===== src/rtl/insn_fetch_queue_pkg.sv =====
// Shared types for the fetch/decode boundary: the buffered fetch entry and the decoded uop.
// Machine widths live here so the queue, its interface and the decoder agree.
package insn_fetch_queue_pkg;

    localparam int M_WIDTH   = 32;
    localparam int LG_PHT_SZ = 12;
    localparam bit ENABLE_CYCLE_ACCOUNTING = 1'b1;

    typedef struct packed {
        logic [31:0]          insn;
        logic [M_WIDTH-1:0]   pc;
        logic                 pred;
        logic [LG_PHT_SZ-1:0] pht_idx;
        logic [M_WIDTH-1:0]   pred_target;
        logic [63:0]          fetch_cycle;
    } fq_entry_t;

    typedef enum logic [2:0] {
        UOP_ALU, UOP_LOAD, UOP_STORE, UOP_BRANCH, UOP_JUMP, UOP_SYSTEM
    } uop_kind_t;

    typedef struct packed {
        uop_kind_t          kind;
        logic [4:0]         rd;
        logic [4:0]         rs1;
        logic [4:0]         rs2;
        logic [31:0]        imm;
        logic [M_WIDTH-1:0] pc;
    } uop_t;

endpackage


===== src/rtl/insn_fetch_queue_if.sv =====
// Fetch-side and decode-side valid/ready handshakes of the instruction fetch queue.
// The queue uses the slave modport; the surrounding pipeline uses master.
interface insn_fetch_queue_if;
    import insn_fetch_queue_pkg::*;

    logic                 in_valid;
    logic                 in_ready;
    logic [31:0]          in_insn;
    logic [M_WIDTH-1:0]   in_pc;
    logic                 in_pred;
    logic [LG_PHT_SZ-1:0] in_pht_idx;
    logic [M_WIDTH-1:0]   in_pred_target;
    logic [63:0]          in_fetch_cycle;

    logic                 out_valid;
    logic                 out_ready;
    logic [31:0]          out_insn;
    logic [M_WIDTH-1:0]   out_pc;
    logic                 out_pred;
    logic [LG_PHT_SZ-1:0] out_pht_idx;
    logic [M_WIDTH-1:0]   out_pred_target;
    logic [63:0]          out_fetch_cycle;

    modport slave (
        input  in_valid, in_insn, in_pc, in_pred, in_pht_idx, in_pred_target, in_fetch_cycle,
        output in_ready,
        output out_valid, out_insn, out_pc, out_pred, out_pht_idx, out_pred_target, out_fetch_cycle,
        input  out_ready
    );

    modport master (
        output in_valid, in_insn, in_pc, in_pred, in_pht_idx, in_pred_target, in_fetch_cycle,
        input  in_ready,
        input  out_valid, out_insn, out_pc, out_pred, out_pht_idx, out_pred_target, out_fetch_cycle,
        output out_ready
    );

endinterface


===== src/rtl/insn_fetch_queue_fq_ptr.sv =====
// Wrapped queue pointer: low bits index the array, the extra MSB is the wrap bit
// that tells full from empty. Clear beats increment.
module fq_ptr #(
    parameter int W = 4
) (
    input  logic         clk,
    input  logic         reset,
    input  logic         clr_i,
    input  logic         inc_i,
    output logic [W-1:0] ptr_o
);

    logic [W-1:0] ptr_q, ptr_d;

    // NOTE: default assignment first keeps every path driven, so no latch is inferred.
    always_comb begin
        ptr_d = ptr_q;
        if (clr_i)      ptr_d = '0;
        else if (inc_i) ptr_d = ptr_q + W'(1);
    end

    // NOTE: sequential state uses non-blocking assignment so all flops update together.
    always_ff @(posedge clk or negedge reset) begin
        if (!reset) ptr_q <= '0;
        else        ptr_q <= ptr_d;
    end

    assign ptr_o = ptr_q;

endmodule


===== src/rtl/insn_fetch_queue.sv =====
// Decoupling FIFO between instruction fetch and decode. Status outputs come only from the
// registered pointers; flush empties the queue and overrides any concurrent push or pop.
module insn_fetch_queue
    import insn_fetch_queue_pkg::*;
#(
    parameter int LG_DEPTH    = 3,
    parameter int AFULL_SLACK = 2
) (
    input  logic                 clk,
    input  logic                 reset,
    input  logic                 flush,
    insn_fetch_queue_if.slave    fq,
    output logic                 afull,
    output logic [LG_DEPTH:0]    occupancy
);

    localparam int DEPTH = 1 << LG_DEPTH;
    localparam logic [LG_DEPTH:0] DEPTH_W = (LG_DEPTH+1)'(DEPTH);
    localparam logic [LG_DEPTH:0] SLACK_W = (LG_DEPTH+1)'(AFULL_SLACK);

    logic [LG_DEPTH:0] head, tail;
    logic [LG_DEPTH:0] free_cnt;
    logic              full, empty, push, pop;
    fq_entry_t         wr_entry, rd_entry;
    fq_entry_t         mem_q [DEPTH];

    assign empty = (head == tail);
    assign full  = (head[LG_DEPTH-1:0] == tail[LG_DEPTH-1:0]) && (head[LG_DEPTH] != tail[LG_DEPTH]);

    assign push = fq.in_valid && !full  && !flush;
    assign pop  = fq.out_ready && !empty && !flush;

    fq_ptr #(.W(LG_DEPTH+1)) u_head (
        .clk(clk), .reset(reset), .clr_i(flush), .inc_i(pop),  .ptr_o(head)
    );

    fq_ptr #(.W(LG_DEPTH+1)) u_tail (
        .clk(clk), .reset(reset), .clr_i(flush), .inc_i(push), .ptr_o(tail)
    );

    always_comb begin
        wr_entry             = '0;
        wr_entry.insn        = fq.in_insn;
        wr_entry.pc          = fq.in_pc;
        wr_entry.pred        = fq.in_pred;
        wr_entry.pht_idx     = fq.in_pht_idx;
        wr_entry.pred_target = fq.in_pred_target;
        if (ENABLE_CYCLE_ACCOUNTING) wr_entry.fetch_cycle = fq.in_fetch_cycle;
    end

    // NOTE: the array is deliberately not reset; the pointers alone define which slots are live.
    always_ff @(posedge clk) begin
        if (push) mem_q[tail[LG_DEPTH-1:0]] <= wr_entry;
    end

    assign rd_entry = mem_q[head[LG_DEPTH-1:0]];

    assign fq.in_ready        = !full;
    assign fq.out_valid       = !empty;
    assign fq.out_insn        = rd_entry.insn;
    assign fq.out_pc          = rd_entry.pc;
    assign fq.out_pred        = rd_entry.pred;
    assign fq.out_pht_idx     = rd_entry.pht_idx;
    assign fq.out_pred_target = rd_entry.pred_target;
    assign fq.out_fetch_cycle = rd_entry.fetch_cycle;

    assign occupancy = tail - head;
    assign free_cnt  = DEPTH_W - occupancy;
    assign afull     = (free_cnt <= SLACK_W);

endmodule


===== src/flat_wrapper.sv =====
// flat-port wrapper written by rule: the top's interface ports become plain ports
module insn_fetch_queue_flat import insn_fetch_queue_pkg::*;
#(
    parameter int LG_DEPTH    = 3,
    parameter int AFULL_SLACK = 2
)
  (clk, reset, flush, afull, occupancy, fq_in_valid, fq_in_insn, fq_in_pc, fq_in_pred, fq_in_pht_idx, fq_in_pred_target, fq_in_fetch_cycle, fq_in_ready, fq_out_valid, fq_out_insn, fq_out_pc, fq_out_pred, fq_out_pht_idx, fq_out_pred_target, fq_out_fetch_cycle, fq_out_ready);
  insn_fetch_queue_if fq_i ();
  input  logic clk;
  input  logic reset;
  input  logic flush;
  output logic afull;
  output logic [LG_DEPTH:0] occupancy;
  input wire logic [$bits(fq_i.in_valid)-1:0] fq_in_valid;
  input wire logic [$bits(fq_i.in_insn)-1:0] fq_in_insn;
  input wire logic [$bits(fq_i.in_pc)-1:0] fq_in_pc;
  input wire logic [$bits(fq_i.in_pred)-1:0] fq_in_pred;
  input wire logic [$bits(fq_i.in_pht_idx)-1:0] fq_in_pht_idx;
  input wire logic [$bits(fq_i.in_pred_target)-1:0] fq_in_pred_target;
  input wire logic [$bits(fq_i.in_fetch_cycle)-1:0] fq_in_fetch_cycle;
  output wire logic [$bits(fq_i.in_ready)-1:0] fq_in_ready;
  output wire logic [$bits(fq_i.out_valid)-1:0] fq_out_valid;
  output wire logic [$bits(fq_i.out_insn)-1:0] fq_out_insn;
  output wire logic [$bits(fq_i.out_pc)-1:0] fq_out_pc;
  output wire logic [$bits(fq_i.out_pred)-1:0] fq_out_pred;
  output wire logic [$bits(fq_i.out_pht_idx)-1:0] fq_out_pht_idx;
  output wire logic [$bits(fq_i.out_pred_target)-1:0] fq_out_pred_target;
  output wire logic [$bits(fq_i.out_fetch_cycle)-1:0] fq_out_fetch_cycle;
  input wire logic [$bits(fq_i.out_ready)-1:0] fq_out_ready;
  assign fq_i.in_valid = fq_in_valid;
  assign fq_i.in_insn = fq_in_insn;
  assign fq_i.in_pc = fq_in_pc;
  assign fq_i.in_pred = fq_in_pred;
  assign fq_i.in_pht_idx = fq_in_pht_idx;
  assign fq_i.in_pred_target = fq_in_pred_target;
  assign fq_i.in_fetch_cycle = fq_in_fetch_cycle;
  assign fq_in_ready = fq_i.in_ready;
  assign fq_out_valid = fq_i.out_valid;
  assign fq_out_insn = fq_i.out_insn;
  assign fq_out_pc = fq_i.out_pc;
  assign fq_out_pred = fq_i.out_pred;
  assign fq_out_pht_idx = fq_i.out_pht_idx;
  assign fq_out_pred_target = fq_i.out_pred_target;
  assign fq_out_fetch_cycle = fq_i.out_fetch_cycle;
  assign fq_i.out_ready = fq_out_ready;
  insn_fetch_queue #(.LG_DEPTH(LG_DEPTH), .AFULL_SLACK(AFULL_SLACK)) u_core (.clk(clk), .reset(reset), .flush(flush), .fq(fq_i), .afull(afull), .occupancy(occupancy));
endmodule

===== config.mk =====
export PLATFORM = sky130hd
export DESIGN_NAME = insn_fetch_queue_flat
export DESIGN_NICKNAME = d
export VERILOG_FILES = /design/src/rtl/insn_fetch_queue_pkg.sv /design/src/rtl/insn_fetch_queue_if.sv /design/src/rtl/insn_fetch_queue_fq_ptr.sv /design/src/rtl/insn_fetch_queue.sv /design/src/flat_wrapper.sv
export SDC_FILE = /design/constraint.sdc
export NUM_CORES = 1
export LEC_CHECK = 0
export ABC_CLOCK_PERIOD_IN_PS = 23800
export BUFFER_PORTS_ARGS = -buffer_cell sky130_fd_sc_hd__buf_2
export CAP_MARGIN = 5
export CORE_AREA = 2 2 371 373
export DETAILED_ROUTE_END_ITERATION = 10
export DIE_AREA = 0 0 373 375
export PLACE_DENSITY_LB_ADDON = 0.1
export RECOVER_POWER = 50
export REMOVE_ABC_BUFFERS = 1
export SETUP_SLACK_MARGIN = 0.5
export SYNTH_ARGS = -nofsm -noshare
export SYNTH_HDL_FRONTEND = slang
export SYNTH_HIERARCHICAL = 1
export SYNTH_SLANG_ARGS = --single-unit

===== constraint.sdc =====
create_clock -name clk -period 23.8 [get_ports clk]
set_input_delay 5.95 -clock clk [delete_from_list [all_inputs] [get_ports clk]]
set_output_delay 5.95 -clock clk [all_outputs]
set_load 0.005 [all_outputs]

==> out/results.md, run 1 <==
| Stage | Result | Value |
|:---|:---|:---|
| status | Run status | complete, but fails checks |
| status | Failing checks | capacitance limit, slew limit |
| critical path | Max FO, Critical Path | 48 |
| critical path | Required time of the critical path | 17850 ps |
| timing | Minimum period implied by the final worst setup slack | 12600 ps |
| clock network | Register clock-pin slew on the reported worst setup and hold paths | 60 ps |
| critical path | Worst setup path category | reg2out |
| logic synthesis | Leading cell types by total area after synthesis | sky130_fd_sc_hd__edfxtp_1, sky130_fd_sc_hd__mux4_2, sky130_fd_sc_hd__nand2_1 |
| critical path | Endpoint of the worst-slack reg-to-reg timing path | u_core/mem_q[4][98]$_DFFE_PP_ |
| finish | Fin area | 61200 um^2 |
| critical path | Worst setup slack for register-to-register paths | 14870 ps |
| timing | Number of hold violations in the final report | 0 |
| drt | Post-route DRC violation count | 0 |
| logic synthesis | Synth Area in Compound Gates | 0.000854 |
| logic synthesis | Post-synthesis cell type with the largest combined area | sky130_fd_sc_hd__edfxtp_1 |
| clock network | Hold buffer count at cts | 0 |
| finish | Area grow syn2layout | 15.9% |
| power | Total leakage power | 0.0196 uW |
| global route | Vias in the first global route | 26500 |
| clock network | Maximum level of the CTS H-tree | 4 |
| logic synthesis | Fraction of synthesis flops using an asynchronous set or reset pin | 0.00575 |
| drt | Vias/cell | 5.17 |
| logic synthesis | Dominant register cell in the synthesized netlist | sky130_fd_sc_hd__edfxtp_1 |
| critical path | Sort of element at the start of the critical path | flop |
| flow run | Max capacitance violation total | 3 |
| clock network | Buffer cell driving the clock tree root | sky130_fd_sc_hd__clkbuf_16 |
| placement | Placement Cell Area | 56500 um^2 |
| logic synthesis | Number of flops mapped to enable cells by yosys | 1384 |
| logic synthesis | Warnings from Yosys | 6 |
| global route | Wire length of the first global-routing pass | 181000 um |
| power | Total power density per cell area | 86.0 nW/um^2 |
| floorplanning | Placement Rows | 136 |
| floorplanning | Initial Utilization | 0.387 |
| logic synthesis | Leading post-synthesis cells by instance count | sky130_fd_sc_hd__edfxtp_1, sky130_fd_sc_hd__nand2_1, sky130_fd_sc_hd__mux4_2, sky130_fd_sc_hd__clkbuf_1, sky130_fd_sc_hd__buf_6 |
| finish | Fin util | 0.449 |
| timing | Worst-case headroom to the max-slew limit | -4.42 |
| critical path | Start of the worst register-to-register path | u_core/u_head/ptr_o[2]$_DFFE_PN0P_ |
| critical path | Reg2reg path depth | 6 |
| timing | Layout Skew | 15.8 ps |
| finish | Fillers | 11700 |
| logic synthesis | Combinational family with the most area after synthesis | multiplexers |
| worst hold path | Hold WC Path Type | reg2reg |
| drt | Number of nets with antenna violations after routing | 0 |
| floorplanning | Full die area | 140000 um^2 |
| logic synthesis | Post-synthesis register bit count | 1392 |
| clock network | Clock tree buffer depth | 3 |
| logic synthesis | Number of distinct library cells after synthesis | 29 |
| floorplanning | Core Area | 136000 um^2 |
| global route | Antenna violations before repair | 31 |
| global route | Largest net degree at the start of global routing | 98 |
| timing | Final setup violating endpoints | 0 |
| logic synthesis | Synthesized area per cell | 21.6 um^2 |
| clock network | CTS tree | yes |
| clock network | CTS buffer count | 151 |
| timing | Highest Clock Rate | 79.3 MHz |
| clock network | Clock Sinks | 1392 |
| logic synthesis | Xor/xnor cell area share of the yosys netlist | 0.00145 |
| logic synthesis | Share of the synthesized area in the top cell type | 0.788 |
| critical path | Termination of the worst setup path | fq_out_fetch_cycle[46] |
| drt | Wire length per cell | 25.8 um |
| critical path | Critical Path Source | u_core/u_head/ptr_o[0]$_DFFE_PN0P_ |
| clock network | Number of cells upsized or downsized after cts | 0 |
| finish | Share of cells above drive strength 1 | 0.265 |
| timing | Transition time at the pin with the least slew margin | 8130 ps |
| placement | Number of buffers inserted by port buffering | 357 |
| timing | Final-layout worst hold slack | 649 ps |
| drt | Total number of vias | 24900 |
| logic synthesis | Share of cell area taken by muxes after synthesis | 0.149 |
| global route | Total gr overflow | 0 |
| timing | Max-slew violations | 170 |
| logic synthesis | Fraction of the mapped netlist area in simple logic gates | 0.0404 |
| floorplanning | Horizontal die dimension | 373 um |
| critical path | Endpoint kind of the worst setup timing path | primary output |
| drt | First DRT Iteration DRCs | 1841 |
| placement | # placed instances | 4523 |
| power | VDD IR max | 66.1 uV |
| floorplanning | I/O pins | 358 |
| logic synthesis | Number of instances in the synthesized netlist | 2439 |
| finish | Fin cells | 4807 |
| logic synthesis | Synth Area in Adders | 0.00204 |
| finish | Final net count | 3068 |
| timing | Part of the cycle the worst path needs | 0.530 |
| drt | Routed WL | 124000 um |
| logic synthesis | Post-synthesis instance area | 52800 um^2 |
| finish | Area of the multi-input gates | 10200 um^2 |
| placement | HPWL after detailed placement | 65400 um |
| clock network | Post-CTS Repair Setup Buffers | 0 |
| placement | Global placer's final weighted congestion | 0.720 |
| clock network | Clock insertion delay at the later pin of the skew report | 760 ps |
| critical path | Data arrival time of the critical path | 6650 ps |
| timing | RSZ-0062 raised after global routing | false |
| logic synthesis | Sequential area share after synthesis | 0.792 |
| global route | GRT Resource Usage Total | 0.178 |
| drt | 1st-pass router iterations | 5 |
| finish | Register area | 41800 um^2 |
| floorplanning | Die Y | 375 um |
| logic synthesis | Most repeated cell in the gate-level netlist after synthesis | sky130_fd_sc_hd__edfxtp_1 |
==> area by class of cell <==
class,count,area share
sequential,1392,0.683
multi-input combinational,924,0.167
clock buffer,197,0.0653
tap,1794,0.0367
timing repair buffer,406,0.0319
clock inverter,82,0.0151
inverter,7,0.000511
antenna,5,0.000205
==> through the flow <==
stage               power (uW)  TNS [ps]  setup WS, ps
floorplan                 2970  -2759750         -7980
global placement          3010         0         11700
detailed placement        3020         0         11680
CTS                       5340         0         10800
global route              5440         0         10430
finish                    5260         0         11200
==> where the power goes <==
| group | total, uW | internal (uW) | switching [uW] | leakage [uW] |
|---|---|---|---|---|
| clock network | 2300 | 1370 | 939 | 0.00240 |
| registers | 2730 | 2720 | 7.14 | 0.0126 |
| logic | 221 | 95.4 | 126 | 0.00458 |
| total | 5260 | 4190 | 1070 | 0.0196 |
==> critical path: stages, from the launching register on <==
cell                      delay, ps
sky130_fd_sc_hd__dfrtp_4        690
sky130_fd_sc_hd__buf_4          830
sky130_fd_sc_hd__buf_4          780
sky130_fd_sc_hd__buf_4          780
sky130_fd_sc_hd__buf_4          670
sky130_fd_sc_hd__buf_4          830
sky130_fd_sc_hd__mux4_2         600
sky130_fd_sc_hd__nand2_1         80
sky130_fd_sc_hd__nand2_1        140
sky130_fd_sc_hd__buf_2          170
==> how the worst min path moves through the flow <==
stage                                       startpoint                            endpoint  slack, ps  cells after the start
floorplan           u_core/u_tail/ptr_o[1]$_DFFE_PN0P_  u_core/u_tail/ptr_o[1]$_DFFE_PN0P_        580                      2
detailed placement  u_core/u_tail/ptr_o[1]$_DFFE_PN0P_  u_core/u_tail/ptr_o[1]$_DFFE_PN0P_        630                      2
finish              u_core/u_tail/ptr_o[3]$_DFFE_PN0P_  u_core/u_tail/ptr_o[3]$_DFFE_PN0P_        650                      2
global route        u_core/u_head/ptr_o[3]$_DFFE_PN0P_  u_core/u_head/ptr_o[3]$_DFFE_PN0P_        680                      2
global placement    u_core/u_tail/ptr_o[1]$_DFFE_PN0P_  u_core/u_tail/ptr_o[1]$_DFFE_PN0P_        610                      2
CTS                 u_core/u_tail/ptr_o[1]$_DFFE_PN0P_  u_core/u_tail/ptr_o[1]$_DFFE_PN0P_        650                      2
==> registers in the layout, indices dropped and copies added (netlist names) <==
signal	count
u_core/mem_q	1384
u_core/u_tail/ptr_o	4
u_core/u_head/ptr_o	4
==> cell usage in the layout (no fill, tap or decap), drive strengths merged, types with 7 or more instances in the layout <==
cell and n:
ha 7, nand2 521, mux4 346, dfrtp 8
clkinv 55, bufinv 16, edfxtp 1384, nor2 14
inv 16, clkbuf 375, buf 228
==> per-layer routing <==
metal | track usage | vias to the layer above | share of wire
li1 | - | 10700 | -
met1 | 0.235 | 13300 | 0.43
met2 | 0.292 | 568 | 0.48
met3 | 0.0480 | 214 | 0.058
met4 | 0.0505 | 32 | 0.021
met5 | 0 | - | 0.0017
==> logic make-up after synthesis <==
family / count (synthesis)
fa+ha+maj: 8
mux: 350
compound gates: 5
xor+xnor: 7
flops: 1392
buf+inv: 123
simple gates: 554
Note: power is estimated with default switching activity, not from simulation.
==> run 2: changes to the inputs <==
Settings changed: ABC_CLOCK_PERIOD_IN_PS 23800 to 12400.
Clock period 23.8 ns to 12.4 ns, I/O delays scaled along.
==> out/results.md, run 2 (synthesized netlist as in run 1, its figures left out) <==
| Stage | Result | Value | vs previous |
|:---|:---|:---|:---|
| clock network | Clock tree buffer depth | 3 | unchanged |
| critical path | Worst setup path category | reg2out | unchanged |
| status | Failing checks | capacitance limit, slew limit | unchanged |
| finish | Fin area | 61000 um^2 | was 61200 um^2 |
| flow run | Max capacitance violation total | 4 | was 3 |
| global route | Total gr overflow | 0 | unchanged |
| floorplanning | Die Y | 375 um | unchanged |
| critical path | Endpoint of the worst-slack reg-to-reg timing path | u_core/mem_q[6][32]$_DFFE_PP_ | was u_core/mem_q[4][98]$_DFFE_PP_ |
| timing | Worst-case headroom to the max-slew limit | -0.486 | was -4.42 |
| critical path | Worst setup slack for register-to-register paths | 6870 ps | was 14870 ps |
| global route | Global-route layer with the greatest usage | met2 | unchanged |
| timing | Highest Clock Rate | 130 MHz |  |
| clock network | CTS buffer count | 152 | was 151 |
| finish | Commonest cells after routing, fill and taps aside | sky130_fd_sc_hd__edfxtp_1, sky130_fd_sc_hd__nand2_1, sky130_fd_sc_hd__mux4_2 | unchanged |
| global route | GRT Resource Usage Total | 0.180 | was 0.178 |
| placement | HPWL after detailed placement | 65200 um | was 65400 um |
| timing | Transition time at the pin with the least slew margin | 2230 ps | was 8130 ps |
| drt | Total number of vias | 24900 | about the same |
| drt | Routed WL | 125000 um | was 124000 um |
| power | Total power density per cell area | 163 nW/um^2 | was 86.0 nW/um^2 |
| clock network | Clock insertion delay at the later pin of the skew report | 770 ps | was 760 ps |
| floorplanning | Placement Rows | 136 | unchanged |
| worst hold path | Cells on Worst Hold Path | 2 | unchanged |
| timing | Number of hold violations in the final report | 0 | unchanged |
| critical path | Max FO, Critical Path | 105 | was 48 |
| placement | Placement Cell Area | 56500 um^2 | about the same |
| floorplanning | Initial Utilization | 0.387 | unchanged |
| global route | Vias in the first global route | 26600 | was 26500 |
| global route | Wire length of the first global-routing pass | 183000 um | was 181000 um |
| floorplanning | Horizontal die dimension | 373 um | unchanged |
| timing | Minimum period implied by the final worst setup slack | 7720 ps |  |
| clock network | Post-CTS Repair Setup Buffers | 0 | unchanged |
| clock network | Hold buffer count at cts | 0 | unchanged |
| drt | Vias/cell | 5.19 | was 5.17 |
| floorplanning | Full die area | 140000 um^2 | unchanged |
| critical path | Start of the worst register-to-register path | u_core/u_head/ptr_o[2]$_DFFE_PN0P_ | unchanged |
| finish | Final net count | 3069 | was 3068 |
| global route | Met2 Use GR | 0.292 | about the same |
| clock network | Number of cells upsized or downsized after cts | 0 | unchanged |
| timing | Max-slew violations | 95 | was 170 |
| worst hold path | Hold Crit Start | u_core/u_tail/ptr_o[3]$_DFFE_PN0P_ | unchanged |
| clock network | Clock Sinks | 1392 | unchanged |
| critical path | Reg2reg path depth | 7 | was 6 |
| global route | Largest net degree at the start of global routing | 146 | was 98 |
| drt | First DRT Iteration DRCs | 1630 | was 1841 |
| finish | Flip-flop count of the largest register, all copies and words added | 1384 | unchanged |
| power | VDD IR max | 121 uV | was 66.1 uV |
| critical path | Endpoint kind of the worst setup timing path | primary output | unchanged |
| drt | Post-route DRC violation count | 0 | unchanged |
| worst hold path | Worst-case hold path end point | u_core/u_tail/ptr_o[3]$_DFFE_PN0P_ | unchanged |
| critical path | Required time of the critical path | 9300 ps | was 17850 ps |
| placement | Global placer's final weighted congestion | 0.703 | was 0.720 |
| drt | Wire length per cell | 26.1 um | was 25.8 um |
| floorplanning | Core Area | 136000 um^2 | unchanged |
| finish | Most common library cell in the layout ignoring fill and taps | sky130_fd_sc_hd__edfxtp_1 | unchanged |
| finish | Share of cells above drive strength 1 | 0.260 | was 0.265 |
| finish | Area grow syn2layout | 15.5% | was 15.9% |
| clock network | Buffer cell driving the clock tree root | sky130_fd_sc_hd__clkbuf_16 | unchanged |
| timing | RSZ-0062 raised after global routing | false | unchanged |
| clock network | CTS tree | yes | unchanged |
| status | Run status | complete, but fails checks | unchanged |
| drt | 1st-pass router iterations | 5 | unchanged |
| drt | Number of nets with antenna violations after routing | 0 | unchanged |
| placement | Number of buffers inserted by port buffering | 357 | unchanged |
| timing | Part of the cycle the worst path needs | 0.622 |  |
| global route | Met3 track demand over resource | 0.0537 | was 0.0480 |
| power | Total leakage power | 0.0195 uW | was 0.0196 uW |
| timing | Layout Skew | 27.7 ps | was 15.8 ps |
| floorplanning | I/O pins | 358 | unchanged |
| clock network | Register clock-pin slew on the reported worst setup and hold paths | 60 ps | about the same |
| timing | Setup tns final | 0 ps | unchanged |
| critical path | Sort of element at the start of the critical path | flop | unchanged |
| global route | Global Route met1 Usage | 0.237 | was 0.235 |
| global route | Antenna violations before repair | 36 | was 31 |
| timing | Final setup violating endpoints | 0 | unchanged |
| worst hold path | Hold WC Path Type | reg2reg | unchanged |
| clock network | Maximum level of the CTS H-tree | 4 | unchanged |
| critical path | Data arrival time of the critical path | 4620 ps | was 6650 ps |
-- run 2: where the power goes --
group / switching, uW / leakage (uW) / total (uW) / internal, uW
logic: 239 / 0.00458 / 422 / 183
clock network: 1770 / 0.00229 / 4250 / 2490
registers: 17.1 / 0.0126 / 5250 / 5230
total: 2020 / 0.0195 / 9920 / 7900
-- run 2: final cells by class --
cell class | count | area (um^2)
Timing Repair Buffer | 406 | 1990
Clock inverter | 72 | 587
Clock buffer | 196 | 4100
Sequential cell | 1392 | 41800
Fill cell | 11700 | 75300
Multi-Input combinational cell | 924 | 10200
Inverter | 7 | 31.3
Tap cell | 1794 | 2240
Antenna cell | 7 | 17.5
-- run 2: per-stage QoR --
| stage | hold slack, ps | total power [uW] | setup slack [ps] | instances | util |
|---|---|---|---|---|---|
| after floorplan | 576 | 5690 | -19380 | 2323 | - |
| final | 644 | 9920 | 4680 | 4798 | 0.447 |
| after global placement | 648 | 5780 | 5220 | 4523 | 0.415 |
| after CTS | 676 | 10100 | 4370 | 4791 | 0.449 |
| after detailed placement | 661 | 5790 | 5250 | 4523 | 0.415 |
| after global routing | 666 | 10300 | 4140 | 4794 | 0.447 |
-- run 2: critical path, cell delays in order (launching register included) --
cell and delay [ps]:
sky130_fd_sc_hd__dfrtp_4 1050, sky130_fd_sc_hd__buf_12 650, sky130_fd_sc_hd__buf_4 930, sky130_fd_sc_hd__mux4_2 600, sky130_fd_sc_hd__nand2_1 80, sky130_fd_sc_hd__nand2_1 120, sky130_fd_sc_hd__buf_2 150
-- run 2: how the worst max path moves through the flow --
stage / start / to / slack (ps) / depth (start not counted)
detailed placement: u_core/u_head/ptr_o[0]$_DFFE_PN0P_ / fq_out_pred_target[29] / 5250 / 6
CTS: u_core/u_head/ptr_o[0]$_DFFE_PN0P_ / fq_out_pred_target[29] / 4370 / 6
finish: u_core/u_head/ptr_o[0]$_DFFE_PN0P_ / fq_out_pred_target[29] / 4680 / 6
global placement: u_core/u_head/ptr_o[0]$_DFFE_PN0P_ / fq_out_pred_target[29] / 5220 / 6
floorplan: u_core/u_head/ptr_o[0]$_DFFE_PN0P_ / u_core/mem_q[2][0]$_DFFE_PP_ / -19380 / 4
global route: u_core/u_head/ptr_o[0]$_DFFE_PN0P_ / fq_out_pred_target[23] / 4140 / 6
-- run 2: per-layer routing --
| metal | up-vias | wire [um] | part of all wire |
|---|---|---|---|
| li1 | 10800 | - | - |
| met1 | 13300 | 53400 | 0.43 |
| met2 | 596 | 61000 | 0.49 |
| met3 | 198 | 8350 | 0.067 |
| met4 | 46 | 2090 | 0.017 |
| met5 | - | 291 | 0.0023 |
==> run 3: changes to the inputs <==
Settings changed: ABC_CLOCK_PERIOD_IN_PS 12400 to 8000.
Clock period 12.4 ns to 8 ns, I/O delays scaled along.
==> out/results.md, run 3 (synthesized netlist as in run 1, its figures left out) <==
| Stage | Result | Value | vs previous |
|:---|:---|:---|:---|
| status | Run status | complete, but fails checks | unchanged |
| status | Failing checks | capacitance limit, slew limit | unchanged |
| timing | Minimum period implied by the final worst setup slack | 6140 ps |  |
| global route | Wire length of the first global-routing pass | 178000 um | was 183000 um |
| floorplanning | Initial Utilization | 0.387 | unchanged |
| placement | # placed instances | 4507 | was 4523 |
| clock network | Post-CTS Repair Setup Buffers | 0 | unchanged |
| finish | Most common library cell in the layout ignoring fill and taps | sky130_fd_sc_hd__edfxtp_1 | unchanged |
| global route | GRT Resource Usage Total | 0.175 | was 0.180 |
| clock network | Number of cells upsized or downsized after cts | 0 | unchanged |
| placement | HPWL after detailed placement | 59600 um | was 65200 um |
| drt | Number of nets with antenna violations after routing | 0 | unchanged |
| power | Total power density per cell area | 256 nW/um^2 | was 163 nW/um^2 |
| finish | Fin cells | 4785 | was 4798 |
| critical path | Max FO, Critical Path | 70 | was 105 |
| timing | Transition time at the pin with the least slew margin | 3260 ps | was 2230 ps |
| clock network | Buffer cell driving the clock tree root | sky130_fd_sc_hd__clkbuf_16 | unchanged |
| drt | First DRT Iteration DRCs | 1626 | was 1630 |
| drt | Post-route DRC violation count | 0 | unchanged |
| drt | Total number of vias | 24600 | was 24900 |
| finish | Fin area | 61200 um^2 | was 61000 um^2 |
| floorplanning | Horizontal die dimension | 373 um | unchanged |
| clock network | Clock Sinks | 1392 | unchanged |
| critical path | Buffers & Inverters on Critical Path | 2 | was 3 |
| floorplanning | Full die area | 140000 um^2 | unchanged |
| floorplanning | Core Area | 136000 um^2 | unchanged |
| global route | Largest net degree at the start of global routing | 131 | was 146 |
| placement | Global placer's final weighted congestion | 0.718 | was 0.703 |
| clock network | Clock insertion delay at the later pin of the skew report | 780 ps | was 770 ps |
| drt | Routed WL | 121000 um | was 125000 um |
| clock network | Register clock-pin slew on the reported worst setup and hold paths | 60 ps | about the same |
| finish | Final net count | 3052 | was 3069 |
| critical path | Data arrival time of the critical path | 4140 ps | was 4620 ps |
| placement | Placement Cell Area | 56600 um^2 | was 56500 um^2 |
| power | Total net switching power | 3220 uW | was 2020 uW |
| timing | Max-slew violations | 275 | was 95 |
| timing | Number of hold violations in the final report | 0 | unchanged |
| drt | Vias/cell | 5.15 | was 5.19 |
| global route | Vias in the first global route | 26400 | was 26600 |
| timing | RSZ-0062 raised after global routing | false | unchanged |
| timing | Part of the cycle the worst path needs | 0.768 |  |
| floorplanning | Placement Rows | 136 | unchanged |
| clock network | CTS tree | yes | unchanged |
| power | Total leakage power | 0.0196 uW | was 0.0195 uW |
| timing | Worst-case headroom to the max-slew limit | -1.17 | was -0.486 |
| critical path | Slowest stage cell on the critical path | sky130_fd_sc_hd__dfrtp_4 | unchanged |
| power | Power Internal | 12400 uW | was 7900 uW |
| floorplanning | I/O pins | 358 | unchanged |
| timing | Highest Clock Rate | 163 MHz |  |
| critical path | Endpoint kind of the worst setup timing path | primary output | unchanged |
| worst hold path | Hold WC Path Type | reg2reg | unchanged |
| critical path | CP delay by family, top | flip-flops | was buffers and inverters |
| timing | Layout Skew | 18.8 ps | was 27.7 ps |
| finish | Commonest cells after routing, fill and taps aside | sky130_fd_sc_hd__edfxtp_1, sky130_fd_sc_hd__nand2_1, sky130_fd_sc_hd__mux4_2 | unchanged |
| finish | Fillers | 11700 | about the same |
| critical path | Cells along the critical path | inv_6, ha_1, nor2b_1, a221oi_2, xor3_1, nor3_1, buf_2 | was buf_12, buf_4, mux4_2, nand2_1, nand2_1, buf_2 |
| critical path | Sort of element at the start of the critical path | flop | unchanged |
| global route | Total gr overflow | 0 | unchanged |
| timing | Setup tns final | 0 ps | unchanged |
| floorplanning | Die Y | 375 um | unchanged |
| placement | Number of buffers inserted by port buffering | 357 | unchanged |
| critical path | Required time of the critical path | 6000 ps | was 9300 ps |
| clock network | Maximum level of the CTS H-tree | 4 | unchanged |
| critical path | Worst setup path category | reg2out | unchanged |
| power | Seq pwr share | 0.519 | was 0.529 |
| timing | Final setup violating endpoints | 0 | unchanged |
| flow run | Max capacitance violation total | 4 | unchanged |
| global route | Antenna violations before repair | 24 | was 36 |
| power | Switch share | 0.206 | was 0.204 |
| clock network | CTS buffer count | 151 | was 152 |
| finish | Flip-flop count of the largest register, all copies and words added | 1384 | unchanged |
| critical path | Largest stage delay on the critical path | 1060 ps | was 1050 ps |
| finish | Share of cells above drive strength 1 | 0.266 | was 0.260 |
| clock network | Clock tree buffer depth | 3 | unchanged |
| power | Clock power frac | 0.439 | was 0.429 |
| drt | 1st-pass router iterations | 5 | unchanged |
| finish | Area grow syn2layout | 16.0% | was 15.5% |
| clock network | Hold buffer count at cts | 0 | unchanged |
| finish | Fin util | 0.449 | was 0.447 |
| power | Part of the power in combinational logic | 0.042 | was 0.043 |
| drt | Wire length per cell | 25.2 um | was 26.1 um |
| power | VDD IR max | 195 uV | was 121 uV |
## run 3: cell count changes in the layout (fill, tap and decap cells not counted), sizes merged
cell / change
buf: -12
bufinv: +9
clkbuf: -25
clkinv: +6
clkinvlp: +9
diode: -4
inv: +4
## run 3: through the flow
stage | power [uW] | hold slack, ps | worst slack (ps)
after floorplan | 8830 | 576 | -23780
after global placement | 8950 | 626 | 2640
after detailed placement | 8970 | 630 | 2530
after CTS | 15900 | 645 | 1640
after global routing | 16200 | 700 | 1540
final | 15700 | 644 | 1860
## run 3: per-layer routing
metal  GRT usage  wire (um)  up-vias
met5           0        256        -
met4      0.0487       2340       40
met3      0.0474       7340      194
met2       0.289      59600      546
met1       0.227      51300    13100
li1            -          -    10700
## run 3: worst paths after layout
| kind | startpoint | to | slack [ps] | cells past startpoint |
|---|---|---|---|---|
| setup / recovery | u_core/u_head/ptr_o[2]$_DFFE_PN0P_ | afull | 1860 | 7 |
| hold / removal | u_core/u_tail/ptr_o[1]$_DFFE_PN0P_ | u_core/u_tail/ptr_o[1]$_DFFE_PN0P_ | 640 | 2 |
| setup reg to reg | u_core/u_head/ptr_o[2]$_DFFE_PN0P_ | u_core/mem_q[3][16]$_DFFE_PP_ | 2180 | 6 |
| hold reg to reg | u_core/u_tail/ptr_o[1]$_DFFE_PN0P_ | u_core/u_tail/ptr_o[1]$_DFFE_PN0P_ | 640 | 2 |
| max in group asynchronous | reset | u_core/u_head/ptr_o[2]$_DFFE_PN0P_ | 6490 | 1 |
| min in group asynchronous | reset | u_core/u_head/ptr_o[3]$_DFFE_PN0P_ | 1150 | 1 |
## run 3: worst min-delay path, cell delays in order, from the launching register on
cell	delay, ps
sky130_fd_sc_hd__dfrtp_1	430
sky130_fd_sc_hd__mux2i_1	100
sky130_fd_sc_hd__nor2_1	70
## run 3: final cells by class
| class | instances | area (um^2) | area share |
|---|---|---|---|
| timing repair buffer | 390 | 2010 | 0.0328 |
| sequential | 1392 | 41800 | 0.682 |
| tap | 1794 | 2240 | 0.0367 |
| multi-input combinational | 924 | 10200 | 0.167 |
| clock inverter | 100 | 1060 | 0.0174 |
| antenna | 3 | 7.51 | 0.000123 |
| clock buffer | 175 | 3870 | 0.0632 |
| inverter | 7 | 31.3 | 0.000511 |
## run 3: power by group through the flow
stage               registers (uW)  clock network, uW  logic (uW)
global placement              8280                  0         672
global route                  8140               7370         725
CTS                           8130               7090         689
floorplan                     8370                  0         460
detailed placement            8290                  0         686
finish                        8130               6870         651
